===== config.mk =====
export PLATFORM = sky130hd
export DESIGN_NAME = multi_clk_div
export DESIGN_NICKNAME = d
export VERILOG_FILES = /design/src/rtl/multi_clk_div_pkg.sv /design/src/rtl/clk_div_channel.sv /design/src/rtl/multi_clk_div.sv
export SDC_FILE = /design/constraint.sdc
export NUM_CORES = 1
export LEC_CHECK = 0
export CAP_MARGIN = 20
export CORE_UTILIZATION = 40
export DETAILED_ROUTE_END_ITERATION = 10
export GPL_ROUTABILITY_DRIVEN = 0
export GPL_TIMING_DRIVEN = 0
export SYNTH_ARGS = -nofsm -noshare
export SYNTH_HDL_FRONTEND = slang
export SYNTH_SLANG_ARGS = --single-unit

===== constraint.sdc =====
create_clock -name clk -period 6.23 [get_ports clk]
set_input_delay 0.623 -clock clk [delete_from_list [all_inputs] [get_ports clk]]
set_output_delay 0.623 -clock clk [all_outputs]
set_load 0.02 [all_outputs]

===== src/rtl/multi_clk_div_pkg.sv =====
// Shared constants and helpers for the multi-channel clock divider.
package multi_clk_div_pkg;

  localparam int unsigned MAX_CH            = 16;
  localparam int unsigned DEFAULT_DIV_100HZ = 500_000;

  // Ceiling log2; returns 0 for values of 0 or 1.
  function automatic int unsigned clog2(input int unsigned value);
    int unsigned v;
    int unsigned res;
    res = 0;
    if (value > 1) begin
      v = value - 1;
      while (v > 0) begin
        res = res + 1;
        v   = v >> 1;
      end
    end
    return res;
  endfunction

endpackage


===== src/rtl/clk_div_channel.sv =====
// One divider channel: half-period counter with active/pending divisor
// registers so period changes land on a toggle boundary.
module clk_div_channel
  import multi_clk_div_pkg::*;
#(
  parameter int unsigned CNT_W       = 27,
  parameter int unsigned DEFAULT_DIV = DEFAULT_DIV_100HZ
) (
  input  logic             clk,
  input  logic             rst,
  input  logic             en,
  input  logic             sync,
  input  logic             wr,
  input  logic [CNT_W-1:0] wr_val,
  output logic             clk_div,
  output logic             tick
);

  logic [CNT_W-1:0] count_q, count_d;
  logic [CNT_W-1:0] act_q, act_d;
  logic [CNT_W-1:0] pend_q, pend_d;
  logic             pend_vld_q, pend_vld_d;
  logic             clk_div_q, clk_div_d;
  logic             tick_q, tick_d;
  logic             wrap_c;

  // Next-state: sync realigns, act==0 stalls, otherwise count and wrap.
  always_comb begin
    count_d    = count_q;
    act_d      = act_q;
    pend_d     = pend_q;
    pend_vld_d = pend_vld_q;
    clk_div_d  = clk_div_q;
    tick_d     = 1'b0;
    wrap_c     = en && (act_q != '0) && (count_q == act_q - CNT_W'(1));

    if (sync) begin
      count_d   = '0;
      clk_div_d = 1'b0;
      if (wr) begin
        act_d = wr_val;
      end else if (pend_vld_q) begin
        act_d = pend_q;
      end
      pend_vld_d = 1'b0;
    end else if (act_q == '0) begin
      count_d   = '0;
      clk_div_d = 1'b0;
      if (wr) begin
        act_d      = wr_val;
        pend_vld_d = 1'b0;
      end
    end else if (wrap_c) begin
      count_d   = '0;
      clk_div_d = ~clk_div_q;
      tick_d    = 1'b1;
      if (wr) begin
        act_d = wr_val;
      end else if (pend_vld_q) begin
        act_d = pend_q;
      end
      pend_vld_d = 1'b0;
    end else begin
      if (en) begin
        count_d = count_q + CNT_W'(1);
      end
      if (wr) begin
        pend_d     = wr_val;
        pend_vld_d = 1'b1;
      end
    end
  end

  // State register with synchronous reset.
  always_ff @(posedge clk) begin
    if (rst) begin
      count_q    <= '0;
      act_q      <= CNT_W'(DEFAULT_DIV);
      pend_q     <= '0;
      pend_vld_q <= 1'b0;
      clk_div_q  <= 1'b0;
      tick_q     <= 1'b0;
    end else begin
      count_q    <= count_d;
      act_q      <= act_d;
      pend_q     <= pend_d;
      pend_vld_q <= pend_vld_d;
      clk_div_q  <= clk_div_d;
      tick_q     <= tick_d;
    end
  end

  assign clk_div = clk_div_q;
  assign tick    = tick_q;

endmodule


===== src/rtl/multi_clk_div.sv =====
// Multi-channel programmable clock divider: write decode and sync fan-out.
// Optional MULTI_CLK_DIV_SYNC_EN adds a 'sync' input that phase-aligns all
// channels and applies pending divisors.
module multi_clk_div
  import multi_clk_div_pkg::*;
#(
  parameter int unsigned NUM_CH      = 4,
  parameter int unsigned CNT_W       = 27,
  parameter int unsigned DEFAULT_DIV = DEFAULT_DIV_100HZ,
  localparam int unsigned CH_W       = (clog2(NUM_CH) > 0) ? clog2(NUM_CH) : 1
) (
  input  logic              clk,
  input  logic              rst,
`ifdef MULTI_CLK_DIV_SYNC_EN
  input  logic              sync,
`endif
  input  logic [NUM_CH-1:0] en,
  input  logic              div_wr,
  input  logic [CH_W-1:0]   div_ch,
  input  logic [CNT_W-1:0]  div_val,
  output logic [NUM_CH-1:0] clk_div,
  output logic [NUM_CH-1:0] tick
);

  logic [NUM_CH-1:0] wr_sel_c;
  logic              sync_c;

`ifdef MULTI_CLK_DIV_SYNC_EN
  assign sync_c = sync;
`else
  assign sync_c = 1'b0;
`endif

  // Decode the write strobe to one channel; out-of-range indices match nothing.
  always_comb begin
    wr_sel_c = '0;
    for (int unsigned i = 0; i < NUM_CH; i++) begin
      if (div_wr && (div_ch == CH_W'(i))) begin
        wr_sel_c[i] = 1'b1;
      end
    end
  end

  for (genvar g = 0; g < NUM_CH; g++) begin : g_ch
    clk_div_channel #(
      .CNT_W       (CNT_W),
      .DEFAULT_DIV (DEFAULT_DIV)
    ) u_ch (
      .clk     (clk),
      .rst     (rst),
      .en      (en[g]),
      .sync    (sync_c),
      .wr      (wr_sel_c[g]),
      .wr_val  (div_val),
      .clk_div (clk_div[g]),
      .tick    (tick[g])
    );
  end

endmodule


==> flow_metrics.tcl, run 1 <==
set metrics [dict create \
    fin_crit_sh_pct 70.27 \
    aggregate_negative_setup_slack_ps 0 \
    finalCoreUtilization_pct 45.63 \
    post_synth.cell_area_avg_um2 8.736 \
    cts_repair_resize_count 0 \
    place.port_buffers 40 \
    r2r_start "g_ch[0].u_ch.act_q[0]" \
    dieHeight_um 221.7 \
    die_width_um 221.7 \
    grt_start_max_net_pins 13 \
    multi_input_area_um2 11770 \
    synth_seq_area_share_pct 34.84 \
    synth-async-reset-ratio_pct 0 \
    final_nets 2339 \
    whs_ps 477.0 \
    layout_cells_sized_above_1_pct 8.574 \
    clkLatencyLatePin_ps 560 \
    power_frac_clock_pct 47.8 \
    grt_pass1_wl_um 88870 \
    cts_inserted_buffers 39 \
    drt_wl_total_um 56710 \
    seq_power_share_pct 45.9 \
    synth_edf_count 0 \
    cts_tree "done" \
    r2r_setup_slack_ps 1850 \
    hold_start "g_ch[0].u_ch.pend_q[0]" \
    wire_per_inst_um 19.32 \
    switching_power_mw 1.155 \
    slew_headroom_pct 29.23 \
    area_growth_syn_to_layout_pct 12.62 \
    setup-violations-final 0 \
    total_power_mw 4.800 \
    slew_violations 0 \
    clockBufferDepth 3 \
    worstPathArrival_ps 4850 \
    finalWorstPathRequiredPeriod_ps 4378 \
    hold_path.class "reg2reg" \
    drtAntennaViolNets 0 \
    clock_skew_ps 14.15 \
    synth_cell_type_count 78 \
    cp-end-kind "flop" \
    postLayoutCellArea_um2 21740 \
    maxClockFrequency_ghz 0.2284 \
    cp_max_fo 10 \
    worst_slew_pin_slew_ps 1047 \
    vdd_drop_max_mv 0.1584 \
    first_global_vias 15877 \
    worstHoldPathCells 2 \
    power-per-cell-area_nw_per_um2 220.8 \
    run_status "finished clean" \
    r2r-end "g_ch[0].u_ch.pend_q[18]" \
    clock_tree.htree_level_count 2 \
    yosys.area.top_type_share_pct 34.84 \
    root_buffer "clkbuf_16" \
    floorplan.die_area_um2 49150 \
    crit_path_launch_type "flop" \
    initial_core_util_pct 40.52 \
    synthesis.instances 2210 \
    dp_hpwl_um 42340 \
    max_cap_viol_count 0 \
    timing_worst_setup_path_type "reg2reg" \
    remaining_drc_errors 0 \
    timing.critical_path.required_ps 6710 \
    row_count 80 \
    gr-total-overflow 0 \
    internal_power_mw 3.645 \
    ys_warn_count 0 \
    drt_iter0_drc 1177 \
    p_comb_share_pct 6.3 \
    cts_post_setup_buffers_inserted 0 \
    static-leakage-power_nw 8.528 \
    vias 16242 \
    stdcell_count 2936 \
    synth_area_leader_cell "dfxtp_1" \
    synth.ff_latch_count 336 \
    power.switching_fraction_pct 24.06 \
    num_antenna_cells 0 \
    post-route-worst-setup-slack_ps 1852 \
    core_area_um2 47650 \
    syn_area_um2 19310 \
    cts.sinks 336 \
    routed_via_density 5.532 \
    dr.pass1.iters 7 \
    synth_flop_cell "dfxtp_1" \
    critical_path.startpoint "g_ch[0].u_ch.act_q[0]" \
    r2r.worst_path.cells 12 \
    grt_use_total_pct 22.80 \
    syn-num-nets 2257 \
    worst_hold_end "g_ch[0].u_ch.pend_q[0]" \
    clk_pin_slew_ps 60 \
    synth_area_leaders "dfxtp_1, mux2i_1, xnor2_1" \
    dpl_cell_area_um2 20480 \
    place.detailed.instances 2866 \
    layout.filler_cells 4631 \
    boundaryPins 44 \
    antenna_violations_before_repair 0 \
    post_cts_hold_buffer_count 0 \
    dpl_worst_slack_ps 2005 \
    unrepaired_setup_endpoints_after_global_routing "no" \
    finalHoldViolCount 0 \
    regArea_um2 6726 \
]
==> layout make-up <==
cell class	count	share of cell area, %
plain buffers	148	3.154
clock buffers	57	5.271
repair buffers	41	1.865
clock inverters	13	0.5294
inverters	33	0.5697
flip-flops and latches	336	30.94
well taps	615	3.539
multi-input cells	1693	54.13
==> synth_stat cells (20+ instances only) <==
library cell / n
dfxtp_1: 336
nor2_1: 283
mux2i_1: 205
nand2b_1: 150
xnor2_1: 135
nand3_1: 108
xor2_1: 106
clkbuf_1: 96
nand2_1: 89
nor2b_1: 64
mux2_2: 60
nor3_1: 47
nand4_1: 42
inv_1: 33
nor4_1: 33
and3_1: 29
buf_2: 29
or3_1: 26
or4_1: 23
a2bb2oi_1: 20
==> worst max path at each step <==
stage / endpoint / slack, ps / depth (start not counted)
final: g_ch[0].u_ch.pend_q[18] / 1850 / 12
after global routing: g_ch[0].u_ch.count_q[15] / 1620 / 13
after CTS: g_ch[0].u_ch.pend_q[18] / 1970 / 12
after detailed placement: g_ch[0].u_ch.pend_q[18] / 2010 / 12
after global placement: g_ch[3].u_ch.act_q[24] / 2090 / 13
after floorplan: g_ch[3].u_ch.pend_q[10] / 2660 / 14
==> logic make-up after synthesis <==
logic type                 synth area share [%]
AOI/OAI and AO/OA                         7.602
xor gates and xnor gates                  11.05
adders and majority gates                0.7129
buffers and inverters                     4.193
DFF                                       34.84
muxes                                     14.19
and+or+nand+nor                           27.41
==> layer usage <==
layer  vias to the layer above  global-route usage [%]  share of wire [%]
met5                         -                       0                  0
met2                       400                   36.79                 46
met1                      7836                   30.41                 45
met4                         0                   7.796                3.2
li1                       7902                       -                  -
met3                       104                   4.333                5.7
==> registers in the layout, summed over array words and instances (netlist names) <==
signal	flops
g_ch.u_ch.count_q	108
g_ch.u_ch.clk_div	4
g_ch.u_ch.pend_q	108
g_ch.u_ch.act_q	108
g_ch.u_ch.tick	4
g_ch.u_ch.pend_vld_q	4
==> power by group through the flow <==
stage	Combinational (mW)	Clock, mW	Sequential, mW
global placement	0.291	0	2.25
floorplan	0.171	0	2.24
global route	0.318	2.43	2.21
CTS	0.297	2.35	2.20
finish	0.302	2.30	2.20
detailed placement	0.296	0	2.25
==> critical path, stage by stage (launching register included) <==
cell and delay, ps:
dfxtp_1 360, inv_1 130, ha_1 280, nor4b_1 870, nand2_1 230, or4b_1 540, a31oi_1 190, a211oi_1 130
nand4_1 140, and3_1 160, clkbuf_1 580, buf_2 440, mux2i_1 240
==> cells in the final DEF (no fill, tap or decap), types with 8 or more instances in the layout <==
master / n
nor3_1: 47
clkinv_2: 11
o31a_1: 11
xnor2_1: 135
or2_2: 8
nand3_1: 108
nor4_1: 33
o21ai_0: 12
buf_4: 17
mux2i_1: 205
inv_1: 33
a22o_1: 9
a31oi_1: 10
nor2_1: 283
mux2_2: 60
a21oi_1: 15
nand2_1: 89
o22ai_1: 9
nand4_1: 42
and3_1: 29
or3_1: 26
or4_1: 23
a2bb2oi_1: 20
a211oi_1: 19
nand3b_1: 17
clkbuf_16: 41
buf_2: 30
clkbuf_1: 106
and4_1: 15
o211a_1: 9
nor3b_1: 9
clkdlybuf4s50_1: 40
xor2_1: 106
nor2b_1: 64
nor4b_1: 11
o211ai_1: 8
ha_1: 11
dfxtp_1: 336
nand2b_1: 150
Note: power is estimated with default switching activity, not from simulation.
==> inputs of run 2 (changes only) <==
==> constraint.sdc (replaced) <==
create_clock -name clk -period 3.6 [get_ports clk]
set_input_delay 0.36 -clock clk [delete_from_list [all_inputs] [get_ports clk]]
set_output_delay 0.36 -clock clk [all_outputs]
set_load 0.02 [all_outputs]
==> run 2 against run 1 <==
Clock power rose by 73%. Critical path depth rose by 1. First-iteration DRC count increased by 9.6%. Utilization rose by 1.6 points. Worst setup slack worse by 1800 ps. Die area unchanged. Combinational power up 80%. Routed wire length up 1.3%. Sequential cell count is the same. Clock-buffer cell count is the same.
==> flow_metrics.tcl, run 2 (same netlist as run 1, synthesis figures left out) <==
set metrics [dict create \
    remaining_drc_errors 0 \
    final_cell_mix "dfxtp_1, nor2_1, mux2i_1" \
    core_area_um2 47650 \
    initial_core_util_pct 40.52 \
    r2r-end "g_ch[2].u_ch.pend_q[0]" \
    met3_usage_pct 4.744 \
    power-per-cell-area_nw_per_um2 370.4 \
    wire_per_inst_um 19.49 \
    finalWorstPathRequiredPeriod_ps 3526 \
    die_width_um 221.7 \
    layout.filler_cells 4559 \
    clockBufferDepth 3 \
    grt_use_total_pct 22.96 \
    dr.pass1.iters 5 \
    place.detailed.instances 2866 \
    cp-end-kind "flop" \
    multi_input_area_um2 12230 \
    cts.sinks 336 \
    met1_usage_pct 30.20 \
    layout_cells_sized_above_1_pct 12.77 \
    drt_iter0_drc 1290 \
    timing.critical_path.required_ps 4010 \
    row_count 80 \
    vdd_drop_max_mv 0.2747 \
    timing.critical_path.max_delay_family "simple AND/OR/NAND/NOR gates" \
    dp_hpwl_um 42340 \
    hold_path.class "in2reg" \
    top_regs "g_ch.u_ch.act_q: 108 flops, g_ch.u_ch.count_q: 108 flops, g_ch.u_ch.pend_q: 108 flops" \
    unrepaired_setup_endpoints_after_global_routing "yes" \
    num_antenna_cells 0 \
    root_buffer "clkbuf_16" \
    run_status "finished clean" \
    final_nets 2351 \
    first_global_vias 16075 \
    power_frac_clock_pct 47.8 \
    whs_ps 225.1 \
    vias 16368 \
    crit_path_frequent_cell "buf_4" \
    switching_power_mw 2.013 \
    cp_slowest_stage_delay_ps 510 \
    place.port_buffers 40 \
    post_cts_hold_buffer_count 0 \
    timing_worst_setup_path_type "reg2reg" \
    internal_power_mw 6.323 \
    static-leakage-power_nw 8.822 \
    boundaryPins 44 \
    worst_slew_pin_slew_ps 947.5 \
    worstHoldPathCells 3 \
    crit_path_top_delay_cell "or4b_4" \
    slew_headroom_pct 36.25 \
    worst_hold_end "g_ch[3].u_ch.count_q[1]" \
    dieHeight_um 221.7 \
    setup-violations-final 0 \
    grt_pass1_wl_um 89550 \
    area_growth_syn_to_layout_pct 16.58 \
    stdcell_count 2948 \
    clkLatencyLatePin_ps 560 \
    cts_inserted_buffers 39 \
    cts_tree "done" \
    seq_power_share_pct 45.7 \
    finalHoldViolCount 0 \
    finalCoreUtilization_pct 47.24 \
    grt_start_max_net_pins 13 \
    maxClockFrequency_ghz 0.2836 \
    r2r_setup_slack_ps 70 \
    clk_pin_slew_ps 60 \
    power.switching_fraction_pct 24.15 \
    clock_tree.htree_level_count 2 \
    antenna_violations_before_repair 0 \
    fin_crit_sh_pct 97.95 \
    p_comb_share_pct 6.5 \
    cp_max_fo 8 \
    crit_path_launch_type "flop" \
    timing.critical_path.cells "inv_2, ha_4, or4b_4, buf_4, or4_4, o32a_1, nor2_2, a2111oi_4, and4b_2, or3_4, buf_12, buf_4, mux2i_1" \
    floorplan.die_area_um2 49150 \
    critical_path_buf_inv_count 4 \
    hold_start "en[3]" \
    global_route.peak_usage_layer "met2" \
    routed_via_density 5.552 \
    regArea_um2 6739 \
    r2r.worst_path.cells 13 \
    worstPathArrival_ps 3940 \
    slew_violations 0 \
    global_route.usage.met2_pct 37.07 \
    drt_wl_total_um 57460 \
    max_cap_viol_count 0 \
    gr-total-overflow 0 \
    drtAntennaViolNets 0 \
    r2r_start "g_ch[2].u_ch.act_q[1]" \
    clock_skew_ps 12.72 \
    final_common_cell "dfxtp_1" \
]
run 2: through the flow:
stage | setup WS, ps | cell area (um2) | power [mW] | TNS, ps
2_1_floorplan | 34.45 | 19310 | 4.178 | 0
3_3_place_gp | -538.5 | 20480 | 4.393 | -92620
3_5_place_dp | -624.9 | 20480 | 4.404 | -106710
4_1_cts | -5.568 | 22110 | 8.391 | -9.042
5_1_grt | -38.26 | 22510 | 8.589 | -282.5
6_report | 73.85 | 22510 | 8.336 | 0
run 2: worst max path at each step:
stage | start | end | slack, ps | cells past startpoint
finish | g_ch[2].u_ch.act_q[1] | g_ch[2].u_ch.pend_q[0] | 70 | 13
detailed placement | g_ch[0].u_ch.act_q[0] | g_ch[0].u_ch.pend_q[18] | -620 | 12
global route | g_ch[2].u_ch.act_q[1] | g_ch[2].u_ch.act_q[21] | -40 | 12
CTS | g_ch[3].u_ch.act_q[1] | g_ch[3].u_ch.act_q[4] | -6 | 12
floorplan | g_ch[3].u_ch.act_q[0] | g_ch[3].u_ch.pend_q[10] | 30 | 14
global placement | g_ch[3].u_ch.act_q[0] | g_ch[3].u_ch.act_q[24] | -540 | 13
run 2: final cells by class:
type                       count  area share, %
inverter                      33         0.5503
multi-input combinational   1693          54.32
clock buffer                  57          5.092
tap                          615          3.419
timing repair buffer          70          2.924
clock inverter                13         0.5114
sequential                   336          29.94
buffer                       131          3.246
run 2: layer usage:
layer / part of all wire, % / vias to the layer above
met2: 46 / 401
li1: - / 7945
met3: 5.8 / 116
met4: 3.6 / 0
met5: 0 / -
met1: 45 / 7906
run 2: tightest hold or removal path: cells and delay by family:
family,cells,cell delay (ps)
buffers and inverters,1,170
AND/OR/NAND/NOR,1,70
multiplexers,1,150
run 2: what timing repair did:
action	in CTS	in global routing
endpoints found under the setup margin	307	268
buffers inserted	13	15
pin swaps	8	24
resized for setup	64	72
gates cloned	0	2
run 2: power by group through the flow:
stage / sequential [mW] / clock (mW) / combinational, mW
after floorplan: 3.88 / 0 / 0.296
after global placement: 3.89 / 0 / 0.504
after detailed placement: 3.89 / 0 / 0.512
after CTS: 3.81 / 4.06 / 0.522
after global routing: 3.82 / 4.20 / 0.572
final: 3.81 / 3.98 / 0.544
==> inputs of run 3 (changes only) <==
--- a/config.mk
+++ b/config.mk
@@ -10,6 +10,7 @@
 export DETAILED_ROUTE_END_ITERATION = 10
 export GPL_ROUTABILITY_DRIVEN = 0
 export GPL_TIMING_DRIVEN = 0
+export SKIP_LAST_GASP = 1
 export SYNTH_ARGS = -nofsm -noshare
 export SYNTH_HDL_FRONTEND = slang
 export SYNTH_SLANG_ARGS = --single-unit
==> run 3 against run 2 <==
Sequential cell count unchanged. Non-clock buffer count unchanged. Critical path depth unchanged. Sequential share of layout area unchanged. Worst hold slack worse by 1.3 ps. Design area unchanged. Critical path type unchanged. Largest cell class unchanged.
==> flow_metrics.tcl, run 3 (same netlist as run 1, synthesis figures left out) <==
set metrics [dict create \
    cts_inserted_buffers 39 \
    unrepaired_setup_endpoints_after_global_routing "yes" \
    p_comb_share_pct 6.5 \
    multi_input_area_um2 12230 \
    clockBufferDepth 3 \
    antenna_violations_before_repair 0 \
    clock_tree.htree_level_count 2 \
    worst_slew_pin_slew_ps 953.1 \
    die_width_um 221.7 \
    core_area_um2 47650 \
    topRoutingLayerUsed "met4" \
    num_antenna_cells 0 \
    slew_headroom_pct 35.87 \
    remaining_drc_errors 0 \
    first_global_vias 16073 \
    setup-violations-final 0 \
    clk_pin_slew_ps 60 \
    power_frac_clock_pct 47.7 \
    hold_path.class "in2reg" \
    worst_hold_end "g_ch[3].u_ch.count_q[1]" \
    run_status "finished clean" \
    r2r-end "g_ch[2].u_ch.pend_q[0]" \
    seq_power_share_pct 45.8 \
    cp-end-kind "flop" \
    crit_path_frequent_cell "buf_4" \
    timing.critical_path.required_ps 4010 \
    drtAntennaViolNets 0 \
    vias 16376 \
    grt_use_total_pct 22.96 \
    post_cts_hold_buffer_count 0 \
    timing.critical_path.cells "inv_2, ha_4, or4b_4, buf_4, or4_4, o32a_1, nor2_2, a2111oi_4, and4b_2, or3_4, buf_12, buf_4, mux2i_1" \
    cts.sinks 336 \
    m1WireLength_um 25750 \
    cp_max_fo 8 \
    critical_path.startpoint "g_ch[2].u_ch.act_q[1]" \
    layout_cells_sized_above_1_pct 12.77 \
    cp_slowest_stage_delay_ps 510 \
    dr.pass1.iters 5 \
    top_regs "g_ch.u_ch.act_q: 108 flops, g_ch.u_ch.count_q: 108 flops, g_ch.u_ch.pend_q: 108 flops" \
    final_nets 2351 \
    cts_tree "done" \
    aggregate_negative_setup_slack_ps 0 \
    timing.critical_path.max_delay_family "simple AND/OR/NAND/NOR gates" \
    max_cap_viol_count 0 \
    layout.filler_cells 4559 \
    r2r.worst_path.cells 13 \
    fin_crit_sh_pct 98.16 \
    row_count 80 \
    initial_core_util_pct 40.52 \
    clock_skew_ps 14.65 \
    timing_worst_setup_path_type "reg2reg" \
    place.port_buffers 40 \
    total_power_mw 8.329 \
    dp_hpwl_um 42340 \
    critical_path_buf_inv_count 4 \
    final_common_cell "dfxtp_1" \
    final_cell_mix "dfxtp_1, nor2_1, mux2i_1" \
    grt_start_max_net_pins 13 \
    worst-path-stages 13 \
    postLayoutCellArea_um2 22510 \
    worstHoldPathCells 3 \
    dpl_cell_area_um2 20480 \
    dieHeight_um 221.7 \
    power-per-cell-area_nw_per_um2 370.0 \
    crit_path_launch_type "flop" \
    hold_start "en[3]" \
    switching_power_mw 2.006 \
    regArea_um2 6739 \
    routed_via_density 5.555 \
    whs_ps 223.8 \
    finalHoldViolCount 0 \
    r2r_setup_slack_ps 70 \
    met2_wirelength_um 26300 \
    grt_pass1_wl_um 89550 \
    static-leakage-power_nw 8.822 \
    r2r_start "g_ch[2].u_ch.act_q[1]" \
    area_growth_syn_to_layout_pct 16.58 \
    finalWorstPathRequiredPeriod_ps 3534 \
    root_buffer "clkbuf_16" \
    power.switching_fraction_pct 24.08 \
    worstPathArrival_ps 3950 \
    drt_iter0_drc 1215 \
    vdd_drop_max_mv 0.2735 \
    floorplan.die_area_um2 49150 \
    internal_power_mw 6.323 \
    maxClockFrequency_ghz 0.2830 \
    boundaryPins 44 \
    clkLatencyLatePin_ps 560 \
    wire_per_inst_um 19.46 \
    gr-total-overflow 0 \
    slew_violations 0 \
    finalCoreUtilization_pct 47.24 \
    drt_wl_total_um 57370 \
    crit_path_top_delay_cell "or4b_4" \
    wl_met3_um 3325 \
]
run 3: through the flow:
step	std cells	setup WS, ps
after floorplan	2210	34.45
after global placement	2865	-538.5
after detailed placement	2866	-624.9
after CTS	2942	-9.011
after global routing	2948	-38.26
final	2948	66.35
run 3: final cells by class:
class	count	area share (%)
buffer	131	3.246
clock buffer	57	5.092
clock inverter	13	0.5114
inverter	33	0.5503
multi-input combinational	1693	54.32
sequential	336	29.94
tap	615	3.419
timing repair buffer	70	2.924
run 3: metal layers:
layer / up-vias / track usage [%]
met1: 7924 / 30.20
met4: 0 / 8.289
met2: 402 / 37.07
li1: 7937 / -
met3: 113 / 4.744
met5: - / 0
run 3: how the worst max path moves through the flow:
stage                                    endpoint  slack, ps
after CTS                  g_ch[0].u_ch.act_q[21]         -9
after detailed placement  g_ch[0].u_ch.pend_q[18]       -620
after floorplan           g_ch[3].u_ch.pend_q[10]         30
after global placement     g_ch[3].u_ch.act_q[24]       -540
after global routing       g_ch[2].u_ch.act_q[21]        -40
final                      g_ch[2].u_ch.pend_q[0]         70
run 3: what timing repair did:
item / CTS / global route
pin swaps: 8 / 24
gates cloned: 0 / 2
resized for setup: 62 / 74
setup endpoints to repair: 307 / 272
setup buffers: 13 / 15
run 3: tightest hold or removal path, delay by kind of cell:
kind | cells | cell delay, ps
muxes | 1 | 150
and+or+nand+nor | 1 | 70
buffers and inverters | 1 | 170
run 3: power by group through the flow:
stage	clock [mW]	sequential, mW	combinational, mW
final	3.97	3.81	0.542
after global routing	4.20	3.82	0.572
after CTS	4.06	3.81	0.522
after detailed placement	0	3.89	0.512
after global placement	0	3.89	0.504
after floorplan	0	3.88	0.296
